[src/rtl/fma16_pkg.sv]
`default_nettype none
// ---------------------------------------------------------------------------
// fma16_pkg : shared state encoding, op/flag bit positions, helpers
// Revision  : 1.0
// ---------------------------------------------------------------------------
package fma16_pkg;

    typedef enum logic [1:0] {
        IDLE = 2'd0,
        EXEC = 2'd1,
        RESP = 2'd2
    } state_t;

    // Bit positions inside the 4-bit {mul, add, negp, negz} op field
    localparam int OP_MUL  = 3;
    localparam int OP_ADD  = 2;
    localparam int OP_NEGP = 1;
    localparam int OP_NEGZ = 0;

    // Bit positions inside the 5-bit {nv, dz, of, uf, nx} sticky field
    localparam int FL_NV = 4;
    localparam int FL_DZ = 3;
    localparam int FL_OF = 2;
    localparam int FL_UF = 1;
    localparam int FL_NX = 0;

    localparam logic [15:0] CANON_NAN = 16'h7E00;

    // Core reports {nv, of, uf, nx}; the sticky register has no dz source.
    function automatic logic [4:0] to_fflags(input logic [3:0] f);
        logic [4:0] v;
        v        = '0;
        v[FL_NV] = f[3];
        v[FL_DZ] = 1'b0;
        v[FL_OF] = f[2];
        v[FL_UF] = f[1];
        v[FL_NX] = f[0];
        return v;
    endfunction

endpackage
`default_nettype wire

[src/rtl/fma16_rr_arb.sv]
`default_nettype none
// ---------------------------------------------------------------------------
// fma16_rr_arb : combinational round-robin pick, first valid at/after ptr
// Revision     : 1.0
// ---------------------------------------------------------------------------
module fma16_rr_arb #(
    parameter int NREQ = 2,
    parameter int IDW  = 1
) (
    input  logic [NREQ-1:0] valid,
    input  logic [IDW-1:0]  ptr,
    output logic [NREQ-1:0] grant,
    output logic [IDW-1:0]  index,
    output logic            found
);

    always_comb begin
        int              cand;
        logic [IDW-1:0]  idx;
        grant = '0;
        index = '0;
        found = 1'b0;
        cand  = 0;
        idx   = '0;
        for (int i = 0; i < NREQ; i++) begin
            cand = int'(ptr) + i;
            if (cand >= NREQ) begin
                cand = cand - NREQ;
            end
            idx = IDW'(cand);
            if (!found && valid[idx]) begin
                found      = 1'b1;
                grant[idx] = 1'b1;
                index      = idx;
            end
        end
    end

endmodule
`default_nettype wire

[src/rtl/fma16_issue_ctrl.sv]
`default_nettype none
// ---------------------------------------------------------------------------
// fma16_issue_ctrl : round-robin issue/capture sequencer for a shared fma16
// core with sticky fflags. Optional counters: FMA16_PERF_CNT_EN.
// Revision         : 1.0
// ---------------------------------------------------------------------------
module fma16_issue_ctrl
    import fma16_pkg::*;
#(
    parameter int NREQ = 2,
    parameter int LAT  = 2,
    localparam int IDW  = (NREQ > 1) ? $clog2(NREQ) : 1,
    localparam int CNTW = (LAT > 1) ? $clog2(LAT) : 1
) (
    input  logic                 clk,
    input  logic                 reset_n,
    input  logic [NREQ-1:0]      req_valid,
    output logic [NREQ-1:0]      req_ready,
    input  logic [16*NREQ-1:0]   req_x,
    input  logic [16*NREQ-1:0]   req_y,
    input  logic [16*NREQ-1:0]   req_z,
    input  logic [4*NREQ-1:0]    req_op,
    input  logic [2*NREQ-1:0]    req_rm,
    output logic [15:0]          core_x,
    output logic [15:0]          core_y,
    output logic [15:0]          core_z,
    output logic [3:0]           core_op,
    output logic [1:0]           core_rm,
    input  logic [15:0]          core_result,
    input  logic [3:0]           core_flags,
    output logic                 rsp_valid,
    input  logic                 rsp_ready,
    output logic [IDW-1:0]       rsp_id,
    output logic [15:0]          rsp_result,
    output logic [3:0]           rsp_flags,
    input  logic                 fflags_clr,
    output logic [4:0]           fflags
`ifdef FMA16_PERF_CNT_EN
    ,
    output logic [15:0]          perf_ops,
    output logic [15:0]          perf_stall
`endif
);

    state_t          state, state_next;
    logic [IDW-1:0]  rr_ptr;
    logic [IDW-1:0]  gnt_id;
    logic [CNTW-1:0] cnt;
    logic [NREQ-1:0] arb_gnt;
    logic [IDW-1:0]  arb_idx;
    logic            arb_found;
    logic            accept;
    logic            capture;
    logic            handshake;

    fma16_rr_arb #(
        .NREQ (NREQ),
        .IDW  (IDW)
    ) u_arb (
        .valid (req_valid),
        .ptr   (rr_ptr),
        .grant (arb_gnt),
        .index (arb_idx),
        .found (arb_found)
    );

    assign handshake = rsp_valid & rsp_ready;
    assign rsp_id    = gnt_id;

    always_ff @(posedge clk or negedge reset_n) begin
        if (!reset_n) begin
            state <= IDLE;
        end else begin
            state <= state_next;
        end
    end

    always_comb begin
        state_next = state;
        req_ready  = '0;
        accept     = 1'b0;
        capture    = 1'b0;
        rsp_valid  = 1'b0;
        case (state)
            IDLE: begin
                if (arb_found) begin
                    req_ready  = arb_gnt;
                    accept     = 1'b1;
                    state_next = EXEC;
                end
            end
            EXEC: begin
                if (cnt == '0) begin
                    capture    = 1'b1;
                    state_next = RESP;
                end
            end
            RESP: begin
                rsp_valid = 1'b1;
                if (rsp_ready) begin
                    state_next = IDLE;
                end
            end
            default: state_next = IDLE;
        endcase
        // Grant must not leak out while reset is held with requests pending
        if (!reset_n) begin
            req_ready = '0;
        end
    end

    always_ff @(posedge clk or negedge reset_n) begin
        if (!reset_n) begin
            core_x     <= '0;
            core_y     <= '0;
            core_z     <= '0;
            core_op    <= '0;
            core_rm    <= '0;
            gnt_id     <= '0;
            cnt        <= '0;
            rr_ptr     <= '0;
            rsp_result <= '0;
            rsp_flags  <= '0;
            fflags     <= '0;
        end else begin
            if (accept) begin
                core_x  <= req_x[arb_idx*16 +: 16];
                core_y  <= req_y[arb_idx*16 +: 16];
                core_z  <= req_z[arb_idx*16 +: 16];
                core_op <= req_op[arb_idx*4 +: 4];
                core_rm <= req_rm[arb_idx*2 +: 2];
                gnt_id  <= arb_idx;
                cnt     <= CNTW'(LAT - 1);
            end else if (state == EXEC && cnt != '0) begin
                cnt <= cnt - 1'b1;
            end
            if (capture) begin
                rsp_result <= core_result;
                rsp_flags  <= core_flags;
            end
            if (handshake) begin
                rr_ptr <= (gnt_id == IDW'(NREQ - 1)) ? '0 : gnt_id + 1'b1;
            end
            // A clear coinciding with a handshake keeps only the new flags
            fflags <= (fflags_clr ? 5'b0 : fflags) |
                      (handshake ? to_fflags(rsp_flags) : 5'b0);
        end
    end

`ifdef FMA16_PERF_CNT_EN
    always_ff @(posedge clk or negedge reset_n) begin
        if (!reset_n) begin
            perf_ops   <= '0;
            perf_stall <= '0;
        end else begin
            if (handshake && perf_ops != 16'hFFFF) begin
                perf_ops <= perf_ops + 1'b1;
            end
            if (rsp_valid && !rsp_ready && perf_stall != 16'hFFFF) begin
                perf_stall <= perf_stall + 1'b1;
            end
        end
    end
`endif

endmodule
`default_nettype wire

[config.mk]
export PLATFORM = sky130hd
export DESIGN_NAME = fma16_issue_ctrl
export DESIGN_NICKNAME = d
export VERILOG_FILES = /design/src/rtl/fma16_pkg.sv /design/src/rtl/fma16_rr_arb.sv /design/src/rtl/fma16_issue_ctrl.sv
export SDC_FILE = /design/constraint.sdc
export NUM_CORES = 1
export LEC_CHECK = 0
export CORE_MARGIN = 4
export CORE_UTILIZATION = 42
export DETAILED_ROUTE_END_ITERATION = 8
export GPL_ROUTABILITY_DRIVEN = 0
export PLACE_DENSITY = 0.95
export REMOVE_ABC_BUFFERS = 1
export SLEW_MARGIN = 20
export SYNTH_ARGS = -nofsm -noshare
export SYNTH_HDL_FRONTEND = slang
export SYNTH_HIERARCHICAL = 1
export SYNTH_SLANG_ARGS = --single-unit
[constraint.sdc]
create_clock -name clk -period 4.6 [get_ports clk]
set_input_delay 0.92 -clock clk [delete_from_list [all_inputs] [get_ports clk]]
set_output_delay 0.92 -clock clk [all_outputs]
set_load 0.01 [all_outputs]
# --- Yosys cells after proc, flatten, opt, wreduce, memory -nomap -nowiden ---
# Cells that the tools add are included.
classes:
  n_addsub: 5
  n_lt_le_gt_ge: 6
  n_eq_ne: 5
  shifts: 5
  n_mux: 33
  n_bitwise: 3
  reduce_logical: 8
ops:
  columns: ["cell", "n"]
  rows:
  - ["$shiftx 32x6->16", 3]
  - ["$mux 1", 20]
  - ["$mux 2", 8]
  - ["$mux 5", 2]
  - ["$shiftx 8x4->4", 1]
  - ["$ne 2x2->1 const B", 3]
  - ["$pmux 2 s3", 1]
  - ["$or 5x5->5", 1]
  - ["$logic_and 1x1->1", 4]
  - ["$lt 1x2->1 const B", 2]
  - ["$shiftx 4x3->2", 1]
  - ["$reduce_and 3->1", 1]
  - ["$sub 1x1->1 const B", 3]
  - ["$add 1x1->2 const B", 1]
  - ["$demux 1 s1", 2]
  - ["$eq 2x1->1 const B", 1]
  - ["$eq 2x2->1 const B", 1]
  - ["$ge 1x1->1 const B", 2]
  - ["$ge 1x2->1 const B", 1]
  - ["$ge 2x2->1 const B", 1]
  - ["$logic_not 2->1", 1]
  - ["$or 2x2->2", 1]
  - ["$reduce_bool 2->1", 1]
  - ["$add 1x1->1 const B", 1]
  - ["2 further kinds", 2]
word_totals:
  register_bits: 84
  input_bits: 134
  out_inout_bits: 83
  word_cells: 77

# --- Depth between registers and ports, before layout ---
# Gate-level depths: netlist (run 1).
logic_depth:
  ltp_word: 12
  ltp_mapped: 6
  ltp_nobuf: 4

# --- Cells and area by module ---
# The synthesis (run 1) kept the hierarchy.
by_module_without_submodules:
  columns: ["mod", "instances", "cells_per_inst", "area_per_inst_um2", "seq_area_each_um2"]
  rows:
  - ["fma16_issue_ctrl", 1, 249, 3908.7, 2077.0]
  - ["fma16_rr_arb", 1, 5, 32.5, 0.0]

# --- Least setup slack after synthesis (run 1) ---
# No wires, ideal clock.
synth_timing:
  kind: "input -> output"
  from: "input port req_valid[0]"
  to: "output port req_ready[0]"
  arrival_ns: 1.842
  t_required_ns: 3.680
  setup_slack_ns: 1.838
  cell_stages: 5
  path_buffers: 2
  path_cell_list: "or2_1 > nor3b_2 > buf_4 > buf_6 > and3_1"
synth_between:
  elab_chain_cells: 9
  elab_cells_between_ends: 14
synth_rtl:
  columns: ["item", "line_no", "text"]
  rows:
  - ["from (decl)", "fma16_issue_ctrl.sv:17", "input logic [NREQ-1:0] req_valid,"]
  - ["$mux 1 (implied by the code) (2 in a row)", "fma16_rr_arb.sv:31", "if (!found && valid[idx]) begin"]
  - ["$mux 1", "fma16_rr_arb.sv:31", null]
  - ["$logic_not 1->1", "fma16_rr_arb.sv:31", null]
  - ["$logic_and 1x1->1", "fma16_rr_arb.sv:31", null]
  - ["$mux 2 / $mux 1 (equally long branches)", "fma16_rr_arb.sv:31", null]
  - ["$mux 2 *", "fma16_issue_ctrl.sv:86", "if (arb_found) begin"]
  - ["$mux 2 *", "fma16_issue_ctrl.sv:84", "case (state)"]
  - ["$mux 2 *", "fma16_issue_ctrl.sv:107", "if (!reset_n) begin"]
  - ["to (decl)", "fma16_issue_ctrl.sv:18", "output logic [NREQ-1:0] req_ready,"]
# Mark *: on every way between the ends. The rest lies on a longest branch, timed or not. The select of a mux whose other input is x is not followed.

# --- Worst setup path after layout (run 1) ---
layout_timing:
  from: "input port req_valid[0]"
  to: "output port req_ready[0]"
layout_between:
  elab_chain_cells: 9
  elab_cells_between_ends: 14
layout_rtl:
  columns: ["item", "line_no", "text"]
  rows:
  - ["$mux 1 (implied by the code) (2 in a row)", "fma16_rr_arb.sv:31", null]
  - ["$mux 1", "fma16_rr_arb.sv:31", null]
  - ["$logic_not 1->1", "fma16_rr_arb.sv:31", null]
  - ["$logic_and 1x1->1", "fma16_rr_arb.sv:31", null]
  - ["$mux 1 *", "fma16_rr_arb.sv:31", null]
  - ["via arb_found", "fma16_issue_ctrl.sv:51", "logic arb_found;"]
  - ["$mux 2 *", "fma16_issue_ctrl.sv:86", null]
  - ["$mux 2 *", "fma16_issue_ctrl.sv:84", null]
  - ["$mux 2 *", "fma16_issue_ctrl.sv:107", null]
# The timed path passes the listed nets; every way through them passes the cells marked *. The select of a mux whose other input is x is not followed.

==> out/results.ini, run 1 <==
[clock_network]
insertion_delay_ps = 330
cts_buffers = 9
clkTransAtPathRegs_ps = 80
post_cts_buffers = 0
clockBufferDepth = 2
cts_sinks = 83
cts_tree = yes
cts_hold_buffers = 0
root_buffer = clkbuf_8
h-tree-depth = 3
cts_resized = 0

[layout]
final_cell_mix = 214 x clkdlybuf4s50_1, 100 x mux2_2, 83 x dfrtp_1, 28 x mux2_4, 9 x clkbuf_8
num-fill-cells = 690
final_common_cell = clkdlybuf4s50_1
drive_above_1_share = 0.319
fin_util = 0.692
final_nets = 602
final_area_um2 = 6360
regArea_um2 = 2080
area_growth_pct = 61.5
multi_input_area_um2 = 1740
antenna_cells = 0

[synth]
synthArstFlopShare = 1.00
synth_flop_cell = dfrtp_1
syn_inst = 254
synth_top_area_frac = 0.527
synth_edf_count = 0
syn_area_per_cell_um2 = 15.5
synth-seq-area-share = 0.527
yosys_register_bits = 83
synth.area.top_cells = dfrtp_1 53%, mux2_2 29%, mux2_4 11%
ys_types = 22
yosysTopAreaCell = dfrtp_1
netlist_area_um2 = 3940
yosysWarnings = 6

[place]
dpl-instance-area_um2 = 6160
port_buffers = 215
dpl.hpwl_um = 8080

[routing]
first_iter_violations = 69
routed_wl_um = 10500
ant_nets = 0
vias = 2886
firstDrtPassIters = 4
routed_via_density = 4.94
wl_per_cell_um = 18.0
drc = 0

[floorplan]
rows = 35
num_io_pins = 217
die_x_um = 105
die_area_um2 = 11000
dieHeight_um = 105
initial_core_util = 0.429
core-area_um2 = 9200

[setup_path]
rr_worst_depth = 3
path_common_cell = clkdlybuf4s50_1
crit_chain = clkdlybuf4s50_1 > or2_1 > nor3b_4 > and3_1 > clkdlybuf4s50_1
endpoint_kind = primary output
timing.rr.start = state[1]$_DFFE_PN0P_
crit_type = in -> out
rr_endpoint = core_y[0]$_DFFE_PN0P_
critPathArrivalTime_ps = 2590
critPathMaxFanout = 4
path_delay_family = buffers and inverters
cp_num_cells = 5
cp-start-kind = primary input
r2r_slack_ps = 2550
critPathMaxStageDelay_ps = 550
path_buf_inv = 2
critical_path_required_ps = 3680
cp_slowest_cell = clkdlybuf4s50_1

[power]
ir_worst_vdd_uv = 322
p_per_area_nw_per_um2 = 604
leakage_nw = 2.66

[grt]
grt_usage = 0.190
grt-ovfl-total = 0
grt_max_degree = 71
first_global_vias = 3265
grt_pass1_wl_um = 16600
antenna_found_initial = 0

[sta]
period_needed_ps = 3510
slew_violations = 0
tightest_slew_ps = 898
fin_skew_ps = 5.87
setup_viol = 0
hold_violations = 0
period_share = 0.762
rsz0062_at_grt = false
slew-limit-headroom = 0.402
setup_tns_ps = 0
clock.fmax_mhz = 285

[status]
outcome = finished clean

[min_path]
hp-class = in -> async

[flow_run]
max_cap_viol_count = 0

## flip-flops by register name (all words and copies together), names as in the netlist
name	count
core_y	16
core_x	16
fflags	4
state	2
core_z	16
rr_ptr	1
rsp_flags	4
core_op	4
rsp_result	16
rsp_id	1
core_rm	2
cnt	1
## synth_stat cells, drive strengths merged (2+ instances only)
master	count
nor2b	2
inv	5
and3	2
mux2	129
dfrtp	83
mux2i	2
a21boi	3
nor3b	2
buf	15
a22o	4
## power by group
group	total [W]	internal, W	switching, W
sequential	0.00132	0.00110	0.000219
clock	0.000548	0.000303	0.000246
combinational	0.00198	0.00128	0.000702
## metrics by stage
step                      setup WS (ps)  hold slack (ps)  power, W  std cells
final                              1090              434   0.00385        584
after global routing               1000              424   0.00406        584
after CTS                          1100              418   0.00390        584
after detailed placement           1100              475   0.00334        568
after global placement             1150              463   0.00326        568
after floorplan                    -607              510   0.00231        238
## cells by family (layout without fill, tap and decap cells)
group	count (synthesis)	in the layout	synth area share
AOI/OAI and AO/OA	9	9	0.0187
buffers and inverters	21	240	0.0356
DFF	83	83	0.527
muxes	131	131	0.400
other	1	1	0.000951
and+or+nand+nor	9	9	0.0175
## layout make-up
| type | count | area share |
|---|---|---|
| clock inverter | 6 | 0.0126 |
| timing repair buffer | 219 | 0.343 |
| sequential | 83 | 0.326 |
| inverter | 5 | 0.00295 |
| tap | 111 | 0.0218 |
| multi-input combinational | 150 | 0.274 |
| clock buffer | 10 | 0.0201 |
## worst max-delay path by stage
stage | from | slack [ps] | end
2_1_floorplan | req_valid[0] | -610 | req_ready[0]
3_3_place_gp | req_valid[0] | 1150 | req_ready[0]
3_5_place_dp | req_valid[0] | 1100 | req_ready[0]
4_1_cts | req_valid[0] | 1100 | req_ready[0]
5_1_grt | req_valid[0] | 1000 | req_ready[1]
6_report | req_valid[0] | 1090 | req_ready[0]
## metal layers
metal	part of all wire	GRT usage
met2	0.54	0.356
met4	0.020	0.0637
met3	0.071	0.0550
met5	0	0
met1	0.37	0.203
Power figures use the tool's default switching activity.
==> run 2: changes to the inputs <==
--- a/config.mk
+++ b/config.mk
@@ -6,10 +6,10 @@
 export NUM_CORES = 1
 export LEC_CHECK = 0
 export CORE_MARGIN = 4
-export CORE_UTILIZATION = 42
+export CORE_UTILIZATION = 35
 export DETAILED_ROUTE_END_ITERATION = 8
 export GPL_ROUTABILITY_DRIVEN = 0
-export PLACE_DENSITY = 0.95
+export PLACE_DENSITY = 0.88
 export REMOVE_ABC_BUFFERS = 1
 export SLEW_MARGIN = 20
 export SYNTH_ARGS = -nofsm -noshare
==> constraint.sdc (replaced) <==
create_clock -name clk -period 3.2 [get_ports clk]
set_input_delay 0.64 -clock clk [delete_from_list [all_inputs] [get_ports clk]]
set_output_delay 0.64 -clock clk [all_outputs]
set_load 0.01 [all_outputs]
==> out/results.ini, run 2 (same netlist as run 1, synthesis figures left out) <==
[clock_network]
clkTransAtPathRegs_ps = 60  ; -20 ps
root_buffer = clkbuf_16
clockBufferDepth = 2  ; unchanged
h-tree-depth = 3  ; unchanged
cts_resized = 0  ; unchanged
cts_tree = yes
cts_sinks = 83  ; unchanged
post_cts_buffers = 0  ; unchanged
cts_buffers = 9  ; unchanged
insertion_delay_ps = 330  ; about the same
cts_hold_buffers = 0  ; unchanged

[layout]
antenna_cells = 0  ; unchanged
drive_above_1_share = 0.316  ; -0.00356
area_growth_pct = 64.9
final_area_um2 = 6500  ; +2.1%
final_nets = 602  ; unchanged
final_cell_mix = 214 x clkdlybuf4s50_1, 100 x mux2_2, 83 x dfrtp_1, 28 x mux2_4, 9 x clkbuf_16
final_common_cell = clkdlybuf4s50_1

[setup_path]
cp_slowest_cell = clkdlybuf4s50_1
crit_chain = clkdlybuf4s50_1 > or2_1 > nor3b_4 > and3_1 > clkdlybuf4s50_1
r2r_slack_ps = 1190  ; -1360 ps
cp-start-kind = primary input
critPathMaxFanout = 4  ; unchanged
critPathArrivalTime_ps = 2340  ; -250 ps
path_delay_family = buffers and inverters
critical_path_required_ps = 2560  ; -1120 ps
crit_type = in -> out
path_common_cell = clkdlybuf4s50_1
endpoint_kind = primary output
path_buf_inv = 2  ; unchanged
critPathMaxStageDelay_ps = 560  ; about the same

[floorplan]
initial_core_util = 0.360  ; -0.0682
die_area_um2 = 13000  ; +18%
core-area_um2 = 10900  ; +19%
num_io_pins = 217  ; unchanged
dieHeight_um = 114  ; +8.8%
die_x_um = 114  ; +8.8%
rows = 38  ; +8.6%

[sta]
period_needed_ps = 2980
tightest_slew_ps = 875  ; -22.7 ps
worst_slack_ps = 219  ; -874 ps
period_share = 0.931
slew_violations = 0  ; unchanged
holdWs_ps = 213  ; -220 ps
fin_skew_ps = 6.46  ; +0.589 ps
slew-limit-headroom = 0.417  ; +0.0151
setup_viol = 0  ; unchanged
rsz0062_at_grt = false
setup_tns_ps = 0  ; unchanged
hold_violations = 0  ; unchanged
clock.fmax_mhz = 335

[routing]
wl_per_cell_um = 16.9  ; -6.3%
vias = 2887  ; +0.035%
routed_via_density = 4.72  ; -4.5%
ant_nets = 0  ; unchanged
drc = 0  ; unchanged
firstDrtPassIters = 3  ; -1
first_iter_violations = 76  ; +10%
routed_wl_um = 10400  ; -1.8%

[grt]
grt_max_degree = 61  ; -14%
grt_pass1_wl_um = 16400  ; -1.5%
grt-ovfl-total = 0  ; unchanged
grt_usage = 0.159  ; -0.0314
first_global_vias = 3236  ; -0.89%
antenna_found_initial = 0  ; unchanged

[place]
post-place-ws_ps = 205  ; -898 ps
dpl-instance-area_um2 = 6200  ; +0.79%
dpl.hpwl_um = 7990  ; -1.2%
port_buffers = 215  ; unchanged

[min_path]
hp-class = in -> async

[power]
ir_worst_vdd_uv = 488  ; +51%
p_per_area_nw_per_um2 = 885  ; +46%
leakage_nw = 2.70  ; +1.5%
total_power_w = 0.00575  ; +50%

[status]
outcome = finished clean

[flow_run]
max_cap_viol_count = 0  ; unchanged

[run 2: layout make-up]
type                            instances  area (µm²)
Clock buffer                           13         260
Clock inverter                          2        35.0
Fill cell                             865        4440
Inverter                                5        18.8
Multi-Input combinational cell        150        1740
Sequential cell                        83        2080
Tap cell                              140         175
Timing Repair Buffer                  219        2190
[run 2: path summary, 6_finish.rpt]
path                                            from                         to  cells after the start
worst min-delay path                         reset_n            cnt$_DFFE_PN0P_                      1
worst max register to register  state[0]$_DFFE_PN0P_      core_z[6]$_DFFE_PN0P_                      3
worst max-delay path                    req_valid[0]               req_ready[0]                      5
min in group clk                  rsp_id$_DFFE_PN0P_         rr_ptr$_DFFE_PN0N_                      1
max in group asynchronous                    reset_n  rsp_result[3]$_DFFE_PN0P_                      2
worst min register to register    rsp_id$_DFFE_PN0P_         rr_ptr$_DFFE_PN0N_                      1
[run 2: worst register-to-register path: stages, from the launching register on]
cell and delay, ps:
dfrtp_1 460, nor3b_4 250, buf_4 690, mux2_2 500
[run 2: stage by stage]
| stage | util | instances |
|---|---|---|
| finish | 0.594 | 612 |
| global route | 0.594 | 612 |
| CTS | 0.594 | 612 |
| detailed placement | 0.567 | 597 |
| global placement | 0.567 | 597 |
| floorplan | - | 238 |
[run 2: where the power goes]
group | internal [W] | switching, W
clock | 0.000642 | 0.000378
combinational | 0.00184 | 0.00100
sequential | 0.00158 | 0.000307
total | 0.00406 | 0.00169
[run 2: metal layers]
metal / global-route usage / share of wire / up-vias
met5: 0 / 0 / -
met3: 0.0671 / 0.12 / 10
met2: 0.275 / 0.49 / 141
li1: - / - / 1332
met1: 0.174 / 0.37 / 1404
met4: 0.0554 / 0.015 / 0
==> run 3: changes to the inputs <==
--- a/config.mk
+++ b/config.mk
@@ -9,10 +9,9 @@
 export CORE_UTILIZATION = 35
 export DETAILED_ROUTE_END_ITERATION = 8
 export GPL_ROUTABILITY_DRIVEN = 0
-export PLACE_DENSITY = 0.88
+export PLACE_DENSITY = 0.89
 export REMOVE_ABC_BUFFERS = 1
 export SLEW_MARGIN = 20
 export SYNTH_ARGS = -nofsm -noshare
 export SYNTH_HDL_FRONTEND = slang
-export SYNTH_HIERARCHICAL = 1
 export SYNTH_SLANG_ARGS = --single-unit
==> out/results.ini, run 3 <==
[status]
outcome = finished, violations left
violations = DRC

[clock_network]
cts_sinks = 83  ; unchanged
cts_hold_buffers = 0  ; unchanged
cts_tree = yes
h-tree-depth = 3  ; unchanged
post_cts_buffers = 0  ; unchanged
insertion_delay_ps = 350  ; +20 ps
clkTransAtPathRegs_ps = 80  ; +20 ps
clockBufferDepth = 2  ; unchanged
cts_resized = 0  ; unchanged
cts_buffers = 9  ; unchanged
root_buffer = clkbuf_8

[sta]
hold_violations = 0  ; unchanged
setup_tns_ps = 0  ; unchanged
slew-limit-headroom = 0.330  ; -0.0872
setup_viol = 0  ; unchanged
fin_skew_ps = 6.84  ; +0.385 ps
period_share = 0.831  ; -0.100
clock.fmax_mhz = 376  ; +12%
period_needed_ps = 2660  ; -321 ps
slew_violations = 0  ; unchanged
tightest_slew_ps = 1010  ; +131 ps
rsz0062_at_grt = false

[routing]
vias = 3478  ; +20%
first_iter_violations = 465  ; +510%
firstDrtPassIters = 9  ; +6
ant_nets = 0  ; unchanged
drc = 6  ; +6
routed_via_density = 4.81  ; +2.0%
routed_wl_um = 11900  ; +15%
wl_per_cell_um = 16.5  ; -2.4%

[floorplan]
core-area_um2 = 10400  ; -4.7%
die_area_um2 = 12500  ; -4.0%
die_x_um = 112  ; -2.0%
rows = 37  ; -2.6%
initial_core_util = 0.362  ; +0.00175
dieHeight_um = 112  ; -2.0%
num_io_pins = 217  ; unchanged

[synth]
synthArstFlopShare = 1.00  ; unchanged
synth_top_area_frac = 0.551  ; +0.0236
netlist_area_um2 = 3770  ; -4.3%
ys_types = 26  ; +18%
syn_inst = 375  ; +48%
synth-seq-area-share = 0.551  ; +0.0236
synth.area.top_cells = dfrtp_1 55%, inv_1 17%, a222oi_1 14%
syn_area_per_cell_um2 = 10.1  ; -35%
yosys_register_bits = 83  ; unchanged
synth_commonest_cells = 168 x inv_1, 83 x dfrtp_1, 54 x a222oi_1
synth_flop_cell = dfrtp_1
synth_most_common_cell = inv_1
synth_edf_count = 0  ; unchanged
yosysTopAreaCell = dfrtp_1
yosysWarnings = 0  ; -6

[power]
leakage_nw = 3.17  ; +17%
p_per_area_nw_per_um2 = 825  ; -6.8%
ir_worst_vdd_uv = 415  ; -15%

[place]
dpl.hpwl_um = 9110  ; +14%
dp_cells = 708  ; +19%
port_buffers = 215  ; unchanged

[grt]
grt_usage = 0.190  ; +0.0312
met3_usage = 0.0299  ; -0.0372
gr-usage-met2 = 0.347  ; +0.0725
antenna_found_initial = 0  ; unchanged
top_usage_layer = met2
first_global_vias = 3649  ; +13%
grt_pass1_wl_um = 19000  ; +16%
grt_util_met1 = 0.219  ; +0.0447
grt-ovfl-total = 0  ; unchanged
grt_max_degree = 84  ; +38%

[layout]
area_growth_pct = 64.7
num-fill-cells = 875  ; +1.2%
final_nets = 717  ; +19%
drive_above_1_share = 0.0562  ; -0.259
fin_cells = 723  ; +18%
antenna_cells = 0  ; unchanged
final_cell_mix = 214 x clkdlybuf4s50_1, 168 x inv_1, 83 x dfrtp_1, 54 x a222oi_1, 11 x clkbuf_8
fin_util = 0.597  ; +0.00212
final_common_cell = clkdlybuf4s50_1

[flow_run]
max_cap_viol_count = 0  ; unchanged

[setup_path]
cp-start-kind = primary input
startpoint = req_valid[0]
critical_path_required_ps = 2560  ; about the same
crit_type = in -> out
critPathMaxFanout = 4  ; unchanged
endpoint_kind = primary output
timing.rr.start = state[0]$_DFFE_PN0P_
rr_worst_depth = 3  ; unchanged
critPathArrivalTime_ps = 2020  ; -320 ps
rr_endpoint = core_x[10]$_DFFE_PN0P_
r2r_slack_ps = 1170  ; -20 ps

[min_path]
hp-class = in -> async

-- run 3: cell count changes in the layout (fill, tap and decap cells not counted), sizes merged, moves of 2 or more --
cell | before | now
a21boi | 3 | 0
a222oi | 0 | 54
a22o | 4 | 0
inv | 5 | 169
mux2 | 129 | 20
mux2i | 2 | 0
nand2 | 0 | 7
nor2 | 1 | 3
nor3b | 2 | 0
o21ai | 0 | 6
-- run 3: cell type report --
type	instances	area, µm²	share of cell area
Clock buffer	13	159	0.0256
Tap cell	136	170	0.0274
Inverter	169	634	0.102
Clock inverter	2	35.0	0.00564
Timing Repair Buffer	219	2210	0.355
Multi-Input combinational cell	101	930	0.150
Sequential cell	83	2080	0.334
-- run 3: worst max path at each step --
stage | endpoint | slack, ps | cells after the start
floorplan | core_op[0]$_DFFE_PN0P_ | 270 | 2
global placement | req_ready[1] | 590 | 4
detailed placement | req_ready[1] | 540 | 4
CTS | req_ready[1] | 540 | 4
global route | req_ready[1] | 480 | 4
finish | req_ready[1] | 540 | 4
-- run 3: cells by family after synthesis --
kind of cell,synth area share
mux,0.0597
simple gates,0.0202
flops,0.551
buf+inv,0.206
other cells,0.000994
compound gates,0.162
-- run 3: metal layers --
layer	vias up	routed length, µm
li1	1613	-
met1	1672	4400
met2	173	6530
met3	20	719
met4	0	287
met5	-	0
-- run 3: report_power, final --
part	internal, W	switching (W)	total, W
Sequential	0.00156	0.000296	0.00185
Combinational	0.00142	0.00110	0.00252
Clock	0.000399	0.000353	0.000752
-- run 3: through the flow --
stage | cell area [µm²] | hold slack (ps) | total power (W) | setup slack, ps
3_5_place_dp | 6020 | 476 | 0.00441 | 544
4_1_cts | 6210 | 486 | 0.00517 | 538
3_3_place_gp | 6020 | 451 | 0.00429 | 591
5_1_grt | 6210 | 492 | 0.00546 | 482
2_1_floorplan | 3630 | 344 | 0.00288 | 266
6_report | 6210 | 434 | 0.00512 | 541
-- run 3: worst max-delay path: stages --
cell	delay [ps]
clkdlybuf4s50_1	580
inv_2	60
o2111a_1	260
clkdlybuf4s50_1	480
